`config.mk`:
```
export PLATFORM = sky130hd
export DESIGN_NAME = usb_dma_axi_bridge_flat
export DESIGN_NICKNAME = d
export VERILOG_FILES = /design/src/rtl/usb_dma_pkg.sv /design/src/rtl/axi_bus_if.sv /design/src/rtl/usb_dma_axi_bridge.sv /design/src/flat_wrapper.sv
export SDC_FILE = /design/constraint.sdc
export NUM_CORES = 1
export LEC_CHECK = 0
export ABC_AREA = 0
export CAP_MARGIN = 20
export CORE_ASPECT_RATIO = 1.1
export CORE_MARGIN = 10
export CORE_UTILIZATION = 42
export CTS_BUF_LIST = sky130_fd_sc_hd__clkbuf_4
export DETAILED_ROUTE_END_ITERATION = 7
export GPL_TIMING_DRIVEN = 1
export PLACE_DENSITY = 0.88
export SLEW_MARGIN = 0
export SYNTH_ARGS = -nofsm -noshare
export SYNTH_HDL_FRONTEND = slang
export SYNTH_SLANG_ARGS = --single-unit
```
`constraint.sdc`:
```
create_clock -name aclk -period 5.6 [get_ports aclk]
set_clock_uncertainty 0.05 [all_clocks]
set_input_delay 1.12 -clock aclk [delete_from_list [all_inputs] [get_ports aclk]]
set_output_delay 1.12 -clock aclk [all_outputs]
set_load 0.02 [all_outputs]
```
`src/rtl/usb_dma_pkg.sv`:
```
// Shared types and constants for the USB DMA AHB-lite to AXI4 bridge.
// Holds the bridge FSM state enum, AHB encodings and the write-strobe helper.
package usb_dma_pkg;

  localparam logic [1:0] HTRANS_IDLE   = 2'b00;
  localparam logic [1:0] HTRANS_BUSY   = 2'b01;
  localparam logic [1:0] HTRANS_NONSEQ = 2'b10;
  localparam logic [1:0] HTRANS_SEQ    = 2'b11;

  localparam logic [1:0] HRESP_OKAY  = 2'b00;
  localparam logic [1:0] HRESP_ERROR = 2'b01;

  localparam logic [1:0] AXI_BURST_INCR = 2'b01;
  localparam int         AXI_ID_W       = 4;

  typedef enum logic [3:0] {
    ST_IDLE,
    ST_WCAP,
    ST_WAXI,
    ST_WRESP,
    ST_RADDR,
    ST_RDATA,
    ST_ERR1,
    ST_ERR2,
    ST_DONE
  } state_t;

  // Byte lanes of a 32-bit bus touched by an AHB beat.
  function automatic logic [3:0] ahb_strb(
    input logic [2:0] hsize,
    input logic [1:0] addr_lo
  );
    case (hsize)
      3'd0:    ahb_strb = 4'b0001 << addr_lo;
      3'd1:    ahb_strb = 4'b0011 << {addr_lo[1], 1'b0};
      default: ahb_strb = 4'hF;
    endcase
  endfunction

endpackage

```
`src/rtl/axi_bus_if.sv`:
```
// 32-bit AXI4 bus bundle between the DMA bridge and the memory crossbar.
// Master drives AW/W/AR and B/R ready; Slave drives the rest.
interface AXI_BUS;
  import usb_dma_pkg::*;

  logic [AXI_ID_W-1:0] aw_id;
  logic [31:0]         aw_addr;
  logic [7:0]          aw_len;
  logic [2:0]          aw_size;
  logic [1:0]          aw_burst;
  logic [2:0]          aw_prot;
  logic                aw_valid;
  logic                aw_ready;

  logic [31:0]         w_data;
  logic [3:0]          w_strb;
  logic                w_last;
  logic                w_valid;
  logic                w_ready;

  logic [1:0]          b_resp;
  logic                b_valid;
  logic                b_ready;

  logic [AXI_ID_W-1:0] ar_id;
  logic [31:0]         ar_addr;
  logic [7:0]          ar_len;
  logic [2:0]          ar_size;
  logic [1:0]          ar_burst;
  logic [2:0]          ar_prot;
  logic                ar_valid;
  logic                ar_ready;

  logic [31:0]         r_data;
  logic [1:0]          r_resp;
  logic                r_last;
  logic                r_valid;
  logic                r_ready;

  modport Master (
    output aw_id, aw_addr, aw_len, aw_size, aw_burst, aw_prot, aw_valid,
    input  aw_ready,
    output w_data, w_strb, w_last, w_valid,
    input  w_ready,
    input  b_resp, b_valid,
    output b_ready,
    output ar_id, ar_addr, ar_len, ar_size, ar_burst, ar_prot, ar_valid,
    input  ar_ready,
    input  r_data, r_resp, r_last, r_valid,
    output r_ready
  );

  modport Slave (
    input  aw_id, aw_addr, aw_len, aw_size, aw_burst, aw_prot, aw_valid,
    output aw_ready,
    input  w_data, w_strb, w_last, w_valid,
    output w_ready,
    output b_resp, b_valid,
    input  b_ready,
    input  ar_id, ar_addr, ar_len, ar_size, ar_burst, ar_prot, ar_valid,
    output ar_ready,
    output r_data, r_resp, r_last, r_valid,
    input  r_ready
  );

endinterface

```
`src/rtl/usb_dma_axi_bridge.sv`:
```
// AHB-lite slave (USB DMA side) to single-beat AXI4 master bridge.
// Ports: aclk/areset, AHB h* slave signals, dma_mst AXI_BUS.Master.
module usb_dma_axi_bridge
  import usb_dma_pkg::*;
#(
  parameter logic [AXI_ID_W-1:0] AXI_ID      = '0,
  parameter bit                  ERR_ON_WIDE = 1'b1
) (
  input  logic        aclk,
  input  logic        areset,
  input  logic [31:0] haddr,
  input  logic [1:0]  htrans,
  input  logic [2:0]  hsize,
  input  logic [2:0]  hburst,
  input  logic [3:0]  hprot,
  input  logic        hwrite,
  input  logic [31:0] hwdata,
  output logic [31:0] hrdata,
  output logic        hready,
  output logic [1:0]  hresp,
  AXI_BUS.Master      dma_mst
);

  state_t      state;
  logic [31:0] addr_q;
  logic [31:0] wdata_q;
  logic [31:0] rdata_q;
  logic [2:0]  size_q;
  logic [2:0]  prot_q;
  logic [3:0]  strb_q;
  logic        aw_vld_q;
  logic        w_vld_q;
  logic        ar_vld_q;

  logic addr_ph;
  logic wide;
  logic aw_hs;
  logic w_hs;
  logic ar_hs;
  logic unused_ok;

  assign addr_ph = hready & htrans[1];
  assign wide    = ERR_ON_WIDE && (hsize > 3'd2);
  assign aw_hs   = aw_vld_q & dma_mst.aw_ready;
  assign w_hs    = w_vld_q & dma_mst.w_ready;
  assign ar_hs   = ar_vld_q & dma_mst.ar_ready;

  always_ff @(posedge aclk or posedge areset) begin
    if (areset) begin
      state    <= ST_IDLE;
      addr_q   <= '0;
      wdata_q  <= '0;
      rdata_q  <= '0;
      size_q   <= '0;
      prot_q   <= '0;
      strb_q   <= '0;
      aw_vld_q <= 1'b0;
      w_vld_q  <= 1'b0;
      ar_vld_q <= 1'b0;
    end else begin
      unique case (state)
        ST_IDLE, ST_DONE, ST_ERR2: begin
          if (addr_ph) begin
            addr_q <= haddr;
            size_q <= hsize;
            prot_q <= {~hprot[0], 1'b0, hprot[1]};
            strb_q <= ahb_strb(hsize, haddr[1:0]);
            if (wide) begin
              state <= ST_ERR1;
            end else if (hwrite) begin
              state <= ST_WCAP;
            end else begin
              ar_vld_q <= 1'b1;
              state    <= ST_RADDR;
            end
          end else begin
            state <= ST_IDLE;
          end
        end
        ST_WCAP: begin
          wdata_q  <= hwdata;
          aw_vld_q <= 1'b1;
          w_vld_q  <= 1'b1;
          state    <= ST_WAXI;
        end
        ST_WAXI: begin
          if (aw_hs) aw_vld_q <= 1'b0;
          if (w_hs) w_vld_q <= 1'b0;
          // A channel whose valid is already low handshaked earlier.
          if ((aw_hs || !aw_vld_q) && (w_hs || !w_vld_q))
            state <= ST_WRESP;
        end
        ST_WRESP: begin
          if (dma_mst.b_valid)
            state <= dma_mst.b_resp[1] ? ST_ERR1 : ST_DONE;
        end
        ST_RADDR: begin
          if (ar_hs) begin
            ar_vld_q <= 1'b0;
            state    <= ST_RDATA;
          end
        end
        ST_RDATA: begin
          if (dma_mst.r_valid) begin
            rdata_q <= dma_mst.r_data;
            state   <= dma_mst.r_resp[1] ? ST_ERR1 : ST_DONE;
          end
        end
        ST_ERR1: state <= ST_ERR2;
        default: state <= ST_IDLE;
      endcase
    end
  end

  assign hready = (state == ST_IDLE) | (state == ST_DONE)
                | (state == ST_ERR2);
  assign hresp  = ((state == ST_ERR1) | (state == ST_ERR2))
                ? HRESP_ERROR : HRESP_OKAY;
  assign hrdata = rdata_q;

  assign dma_mst.aw_id    = AXI_ID;
  assign dma_mst.aw_addr  = addr_q;
  assign dma_mst.aw_len   = 8'd0;
  assign dma_mst.aw_size  = size_q;
  assign dma_mst.aw_burst = AXI_BURST_INCR;
  assign dma_mst.aw_prot  = prot_q;
  assign dma_mst.aw_valid = aw_vld_q;

  assign dma_mst.w_data   = wdata_q;
  assign dma_mst.w_strb   = strb_q;
  assign dma_mst.w_last   = 1'b1;
  assign dma_mst.w_valid  = w_vld_q;

  assign dma_mst.b_ready  = (state == ST_WRESP);

  assign dma_mst.ar_id    = AXI_ID;
  assign dma_mst.ar_addr  = addr_q;
  assign dma_mst.ar_len   = 8'd0;
  assign dma_mst.ar_size  = size_q;
  assign dma_mst.ar_burst = AXI_BURST_INCR;
  assign dma_mst.ar_prot  = prot_q;
  assign dma_mst.ar_valid = ar_vld_q;

  assign dma_mst.r_ready  = (state == ST_RDATA);

  assign unused_ok = ^{hburst, hprot[3:2], htrans[0],
                       dma_mst.b_resp[0], dma_mst.r_resp[0],
                       dma_mst.r_last};

endmodule
```
`src/flat_wrapper.sv`:
```
// flat-port wrapper written by rule: the top's interface ports become plain ports
module usb_dma_axi_bridge_flat import usb_dma_pkg::*;
#(
  parameter logic [AXI_ID_W-1:0] AXI_ID      = '0,
  parameter bit                  ERR_ON_WIDE = 1'b1
)
  (aclk, areset, haddr, htrans, hsize, hburst, hprot, hwrite, hwdata, hrdata, hready, hresp, dma_mst_aw_id, dma_mst_aw_addr, dma_mst_aw_len, dma_mst_aw_size, dma_mst_aw_burst, dma_mst_aw_prot, dma_mst_aw_valid, dma_mst_aw_ready, dma_mst_w_data, dma_mst_w_strb, dma_mst_w_last, dma_mst_w_valid, dma_mst_w_ready, dma_mst_b_resp, dma_mst_b_valid, dma_mst_b_ready, dma_mst_ar_id, dma_mst_ar_addr, dma_mst_ar_len, dma_mst_ar_size, dma_mst_ar_burst, dma_mst_ar_prot, dma_mst_ar_valid, dma_mst_ar_ready, dma_mst_r_data, dma_mst_r_resp, dma_mst_r_last, dma_mst_r_valid, dma_mst_r_ready);
  AXI_BUS dma_mst_i ();
  input  logic aclk;
  input  logic areset;
  input  logic [31:0] haddr;
  input  logic [1:0] htrans;
  input  logic [2:0] hsize;
  input  logic [2:0] hburst;
  input  logic [3:0] hprot;
  input  logic hwrite;
  input  logic [31:0] hwdata;
  output logic [31:0] hrdata;
  output logic hready;
  output logic [1:0] hresp;
  output wire logic [$bits(dma_mst_i.aw_id)-1:0] dma_mst_aw_id;
  output wire logic [$bits(dma_mst_i.aw_addr)-1:0] dma_mst_aw_addr;
  output wire logic [$bits(dma_mst_i.aw_len)-1:0] dma_mst_aw_len;
  output wire logic [$bits(dma_mst_i.aw_size)-1:0] dma_mst_aw_size;
  output wire logic [$bits(dma_mst_i.aw_burst)-1:0] dma_mst_aw_burst;
  output wire logic [$bits(dma_mst_i.aw_prot)-1:0] dma_mst_aw_prot;
  output wire logic [$bits(dma_mst_i.aw_valid)-1:0] dma_mst_aw_valid;
  input wire logic [$bits(dma_mst_i.aw_ready)-1:0] dma_mst_aw_ready;
  output wire logic [$bits(dma_mst_i.w_data)-1:0] dma_mst_w_data;
  output wire logic [$bits(dma_mst_i.w_strb)-1:0] dma_mst_w_strb;
  output wire logic [$bits(dma_mst_i.w_last)-1:0] dma_mst_w_last;
  output wire logic [$bits(dma_mst_i.w_valid)-1:0] dma_mst_w_valid;
  input wire logic [$bits(dma_mst_i.w_ready)-1:0] dma_mst_w_ready;
  input wire logic [$bits(dma_mst_i.b_resp)-1:0] dma_mst_b_resp;
  input wire logic [$bits(dma_mst_i.b_valid)-1:0] dma_mst_b_valid;
  output wire logic [$bits(dma_mst_i.b_ready)-1:0] dma_mst_b_ready;
  output wire logic [$bits(dma_mst_i.ar_id)-1:0] dma_mst_ar_id;
  output wire logic [$bits(dma_mst_i.ar_addr)-1:0] dma_mst_ar_addr;
  output wire logic [$bits(dma_mst_i.ar_len)-1:0] dma_mst_ar_len;
  output wire logic [$bits(dma_mst_i.ar_size)-1:0] dma_mst_ar_size;
  output wire logic [$bits(dma_mst_i.ar_burst)-1:0] dma_mst_ar_burst;
  output wire logic [$bits(dma_mst_i.ar_prot)-1:0] dma_mst_ar_prot;
  output wire logic [$bits(dma_mst_i.ar_valid)-1:0] dma_mst_ar_valid;
  input wire logic [$bits(dma_mst_i.ar_ready)-1:0] dma_mst_ar_ready;
  input wire logic [$bits(dma_mst_i.r_data)-1:0] dma_mst_r_data;
  input wire logic [$bits(dma_mst_i.r_resp)-1:0] dma_mst_r_resp;
  input wire logic [$bits(dma_mst_i.r_last)-1:0] dma_mst_r_last;
  input wire logic [$bits(dma_mst_i.r_valid)-1:0] dma_mst_r_valid;
  output wire logic [$bits(dma_mst_i.r_ready)-1:0] dma_mst_r_ready;
  assign dma_mst_aw_id = dma_mst_i.aw_id;
  assign dma_mst_aw_addr = dma_mst_i.aw_addr;
  assign dma_mst_aw_len = dma_mst_i.aw_len;
  assign dma_mst_aw_size = dma_mst_i.aw_size;
  assign dma_mst_aw_burst = dma_mst_i.aw_burst;
  assign dma_mst_aw_prot = dma_mst_i.aw_prot;
  assign dma_mst_aw_valid = dma_mst_i.aw_valid;
  assign dma_mst_i.aw_ready = dma_mst_aw_ready;
  assign dma_mst_w_data = dma_mst_i.w_data;
  assign dma_mst_w_strb = dma_mst_i.w_strb;
  assign dma_mst_w_last = dma_mst_i.w_last;
  assign dma_mst_w_valid = dma_mst_i.w_valid;
  assign dma_mst_i.w_ready = dma_mst_w_ready;
  assign dma_mst_i.b_resp = dma_mst_b_resp;
  assign dma_mst_i.b_valid = dma_mst_b_valid;
  assign dma_mst_b_ready = dma_mst_i.b_ready;
  assign dma_mst_ar_id = dma_mst_i.ar_id;
  assign dma_mst_ar_addr = dma_mst_i.ar_addr;
  assign dma_mst_ar_len = dma_mst_i.ar_len;
  assign dma_mst_ar_size = dma_mst_i.ar_size;
  assign dma_mst_ar_burst = dma_mst_i.ar_burst;
  assign dma_mst_ar_prot = dma_mst_i.ar_prot;
  assign dma_mst_ar_valid = dma_mst_i.ar_valid;
  assign dma_mst_i.ar_ready = dma_mst_ar_ready;
  assign dma_mst_i.r_data = dma_mst_r_data;
  assign dma_mst_i.r_resp = dma_mst_r_resp;
  assign dma_mst_i.r_last = dma_mst_r_last;
  assign dma_mst_i.r_valid = dma_mst_r_valid;
  assign dma_mst_r_ready = dma_mst_i.r_ready;
  usb_dma_axi_bridge #(.AXI_ID(AXI_ID), .ERR_ON_WIDE(ERR_ON_WIDE)) u_core (.aclk(aclk), .areset(areset), .haddr(haddr), .htrans(htrans), .hsize(hsize), .hburst(hburst), .hprot(hprot), .hwrite(hwrite), .hwdata(hwdata), .hrdata(hrdata), .hready(hready), .hresp(hresp), .dma_mst(dma_mst_i));
endmodule
```
==> qor.txt, run 1 <==
worst-skew pair later-pin latency: 450 ps
post-CTS setup buffer count: 0
Leak: 3.30 nW
internal reg-to-reg setup slack: 3170 ps
maximum vdd drop: 358 uV
GP Congestion: 0.828
CTS buffer count: 9
Post-synth EDFFs: 0
number of library cell types mapped by synthesis: 33
crit path from: u_core.state[0]
die area: 17000 sq um
Via density: 4.78
Die Width: 125 um
GRT Residual Overflow: 0
fin crit share: 0.604
Yosys top cell by area: dfrtp_1
# rows: 42
H-tree depth: 3
Final Worst Setup Slack: 2220 ps
WL/cell: 19.7 um
initial core utilization: 0.428
Final TNS setup: 0 ps
Finish-stage setup viols: 0
Hold WC Path Type: register to register
reg2reg end: u_core.dma_mst.ar_size[2]
Mapped Cells: 376
initial antenna violation count: 0
max frequency: 296 MHz
Port Buffers: 260
top cells by area, synth: dfrtp_1 55%, mux2_2 14%, buf_4 10%
top_reg_cell synth: dfrtp_1
CP peak stage delay: 650 ps
Max Cap Viol: 0
Final ANT Viol Nets: 0
Hold Violations, Final: 0
crit path max fanout: 12
cts hold-fix bufs: 0
Worst Hold End: u_core.dma_mst.w_strb[3]
Synth top area share: 0.546
Post-Syn Area per Cell: 13.6 sq um
Power Dens Cells: 617 nW/um^2
first-pass GRT wire length: 22.8 mm
Critical path buffers and inverters: 1
worst r2r src: u_core.state[0]
fin. max-slew vios: 0
slowest CP cell: clkdlybuf4s50_1
commonest cells in the netlist: 112 x dfrtp_1, 69 x buf_4, 63 x mux2_2
R2R cell count: 4
worst-path cell chain: or3_4, nand2_1, clkdlybuf4s50_1
kind of critical path: register to output port
critical path data arrival time: 2210 ps
clk slew on worst S/H paths: 160 ps
Synth Cell Area: 5130 sq um
status: finished, final reports clean
hold_sp: u_core.dma_mst.w_strb[3]
Antenna Cells: 0
relative slew slack: 0.356
maximum buffer depth of the clock tree: 2
Final Net Count: 718
vias in the first global route: 4025
register area share after synthesis: 0.546
total global-route track usage: 0.167
number of fill cells: 956
CP endpoint kind: output port
Synth Register Bits: 112
CTS root buf: clkbuf_4
I/O Pins: 302
Vias: 3614
Synth warnings: 0
area grow syn2layout: 47.4%
Die Height: 136 um
Async SR Flop Fraction: 1.00
CTS sink count: 112
minimum clock period after layout: 3380 ps
share of cells above drive strength 1: 0.199
1st-iter DRT viols: 150
Setup WS pre-CTS: 2170 ps
Least-Margin Pin Slew: 966 ps
Residual DRC: 0
Worst setup SP type: register
cell with the most instances after synthesis: dfrtp_1
WP data required: 4430 ps
RSZ-0062 raised after global routing: no
hold depth: 1
DRT Wirelength: 14.9 mm
largest net degree at the start of global routing: 79
CTS tree: yes
First-pass DRT Iterations: 4
post-DP HPWL: 12.0 mm
Largest delay share family, worst path: buffers and inverters
total core area: 12000 sq um
post_cts resized: 0
metrics by stage:
stage	cell area, sq um	hold WS, ps	utilization	power (mW)	cells
final	7560	459	0.631	4.67	756
after global placement	7450	420	0.621	4.28	740
after floorplan	5240	537	-	3.17	406
after global routing	7560	470	0.631	4.93	756
after CTS	7560	464	0.631	4.73	756
after detailed placement	7450	427	0.621	4.37	740
logic make-up (layout without fill, tap and decap cells):
| logic type | after synthesis | after routing | synth area share |
|---|---|---|---|
| AO/OA/AOI/OAI | 36 | 36 | 0.0441 |
| buffers and inverters | 91 | 287 | 0.128 |
| flip-flops | 112 | 112 | 0.546 |
| multiplexers | 101 | 101 | 0.246 |
| other | 2 | 32 | 0.00146 |
| AND/OR/NAND/NOR | 34 | 34 | 0.0341 |
metal layers:
layer  wire, um  vias up  track usage
met2       7470      196        0.286
li1           -     1633            -
met3       1870       15       0.0900
met4        175        0       0.0435
met5          0        -            0
met1       5340     1770        0.178
placed cells by master (no fill, tap or decap), types with 3 or more instances in the layout:
master and instances:
a21oi_1 10, buf_4 4, clkbuf_4 9, clkdlybuf4s50_1 260
clkinv_4 3, conb_1 32, dfrtp_1 112, inv_1 6
mux2_1 5, mux2_2 63, mux2_4 33, nand2_1 10
nand2b_1 5, nand3_1 3, nor2_1 6, nor3_1 4
o21ai_0 8
worst max-delay path by stage:
| stage | cells past startpoint | slack [ps] | to |
|---|---|---|---|
| CTS | 3 | 2150 | hready |
| finish | 3 | 2220 | hready |
| floorplan | 1 | 1470 | u_core.dma_mst.ar_addr[0] |
| global route | 3 | 2110 | hready |
| global placement | 4 | 2210 | u_core.dma_mst.ar_size[2] |
| detailed placement | 4 | 2170 | u_core.dma_mst.ar_size[2] |
flip-flops by register name (all words and copies together) (netlist names), 2 cells and up:
name and cells:
u_core.dma_mst.ar_addr 32, u_core.dma_mst.ar_prot 2, u_core.dma_mst.ar_size 3, u_core.dma_mst.w_data 32
u_core.dma_mst.w_strb 4, u_core.hrdata 32, u_core.state 4
report_power, final:
group,switching [mW],leakage (nW),internal [mW]
sequential,0.283,1.34,1.21
combinational,1.33,1.90,1.49
clock,0.267,0.0572,0.0910
total,1.88,3.30,2.79
final cells by class:
| class | instances | area (sq um) | share of cell area |
|---|---|---|---|
| Inverter | 7 | 28.8 | 0.00381 |
| Tap cell | 154 | 193 | 0.0255 |
| Timing Repair Buffer | 264 | 2630 | 0.348 |
| Multi-Input combinational cell | 203 | 1790 | 0.237 |
| Clock buffer | 9 | 67.6 | 0.00893 |
| Sequential cell | 112 | 2800 | 0.371 |
| Clock inverter | 7 | 48.8 | 0.00645 |
No activity file was read; power rests on OpenSTA's default activity.
==> inputs of run 2 (changes only) <==
Settings changed: CORE_UTILIZATION 42 to 39, PLACE_DENSITY 0.88 to 0.83.
Clock period 5.6 ns to 3.3 ns, I/O delays scaled along.
==> run 2 against run 1 <==
Compared with the run above:
- sequential share of layout area is 0.23 points lower
- worst hold slack better by 2.4 ps
- total power increased by 71%
- sequential cell count stayed put
- clock power rose by 83%
- register-to-register slack worse by 2000 ps
==> qor.txt, run 2 (synthesized netlist as in run 1, its figures left out) <==
GRT Residual Overflow: 0
DRT Wirelength: 15.0 mm
Max Cap Viol: 0
H-tree depth: 3
Hold Violations, Final: 0
# rows: 43
vias in the first global route: 4000
CTS buffer count: 9
Final Core Density: 0.597
post-CTS setup buffer count: 0
P_sw: 3.18 mW
die area: 18100 sq um
maximum buffer depth of the clock tree: 2
non-filler instance count after layout: 760
Die Height: 140 um
share of cells above drive strength 1: 0.199
Clk network pwr share: 0.082
crit path max fanout: 12
commonest non-fill, non-tap cells in the layout: 260 x clkdlybuf4s50_1, 112 x dfrtp_1, 63 x mux2_2
total core area: 12800 sq um
Die Width: 129 um
initial antenna violation count: 1
maximum vdd drop: 493 uV
max frequency: 342 MHz
CP endpoint kind: output port
number of fill cells: 1013
CTS root buf: clkbuf_4
Final Net Count: 718
area grow syn2layout: 48.3%
GP Congestion: 0.831
initial core utilization: 0.402
relative slew slack: 0.598
fin. max-slew vios: 0
CTS sink count: 112
Int Power: 4.81 mW
Worst setup SP type: register
First-pass DRT Iterations: 4
Via density: 4.75
cts hold-fix bufs: 0
clk slew on worst S/H paths: 160 ps
part of the power in combinational logic: 0.600
WP data required: 2590 ps
post_cts resized: 0
first-pass GRT wire length: 23.0 mm
minimum clock period after layout: 2920 ps
WL/cell: 19.8 um
Residual DRC: 0
Final TNS setup: 0 ps
dpl cells: 743
1st-iter DRT viols: 170
total global-route track usage: 0.162
Finish-stage setup viols: 0
RSZ-0062 raised after global routing: no
Vias: 3613
Port Buffers: 260
kind of critical path: register to output port
I/O Pins: 302
post-DP HPWL: 12.1 mm
Seq pwr share: 0.318
Hold WC Path Type: register to register
status: finished, final reports clean
hold_ws: 461 ps
critical path data arrival time: 2210 ps
Leak: 3.32 nW
worst-skew pair later-pin latency: 460 ps
Power Dens Cells: 1050 nW/um^2
CTS tree: yes
fin crit share: 0.885
Final ANT Viol Nets: 0
commonest non-fill, non-tap cell in the layout: clkdlybuf4s50_1
switching share of power: 0.398
internal reg-to-reg setup slack: 1130 ps
Least-Margin Pin Slew: 603 ps
largest net degree at the start of global routing: 113
-- run 2: routing by layer --
layer | global-route usage | vias to the layer above | routed length, um
li1 | - | 1634 | -
met1 | 0.168 | 1758 | 5460
met2 | 0.274 | 206 | 7350
met3 | 0.0853 | 15 | 2000
met4 | 0.0491 | 0 | 206
met5 | 0 | - | 0
-- run 2: cell type report --
cell class                 instances  area (sq um)  share of cell area
antenna                            1          2.50            0.000329
clock buffer                       9          67.6             0.00888
inverter                           7          30.0             0.00395
sequential                       112          2800               0.368
timing repair buffer             264          2660               0.349
multi-input combinational        203          1790               0.235
tap                              157           196              0.0258
clock inverter                     7          62.6             0.00822
-- run 2: final timing paths --
path / start / to / depth (start not counted)
setup / recovery: u_core.state[0] / hready / 3
hold / removal: u_core.dma_mst.w_data[27] / u_core.dma_mst.w_data[27] / 1
setup reg to reg: u_core.state[0] / u_core.dma_mst.ar_addr[26] / 4
hold reg to reg: u_core.dma_mst.w_data[27] / u_core.dma_mst.w_data[27] / 1
max in group asynchronous: areset / u_core.dma_mst.w_data[18] / 3
min in group asynchronous: areset / u_core.dma_mst.ar_addr[20] / 3
-- run 2: power by group through the flow --
stage                     registers (mW)  logic (mW)  clock network (mW)
after floorplan                     3.29        2.10                   0
after global placement              2.53        4.77                   0
after detailed placement            2.58        4.86                   0
after CTS                           2.55        4.88               0.692
after global routing                2.65        5.08               0.750
final                               2.54        4.80               0.656
-- run 2: worst max-delay path: stages (launching register included) --
cell	delay, ps
dfrtp_1	540
or3_4	470
nand2_1	110
clkdlybuf4s50_1	630
-- run 2: per-stage QoR --
step           worst slack, ps  total power, mW  instance area [sq um]
6_report                   379             8.00                   7610
5_1_grt                    242             8.48                   7610
4_1_cts                    324             8.12                   7610
3_5_place_dp               680             7.44                   7480
3_3_place_gp               736             7.30                   7480
2_1_floorplan             1230             5.39                   5250
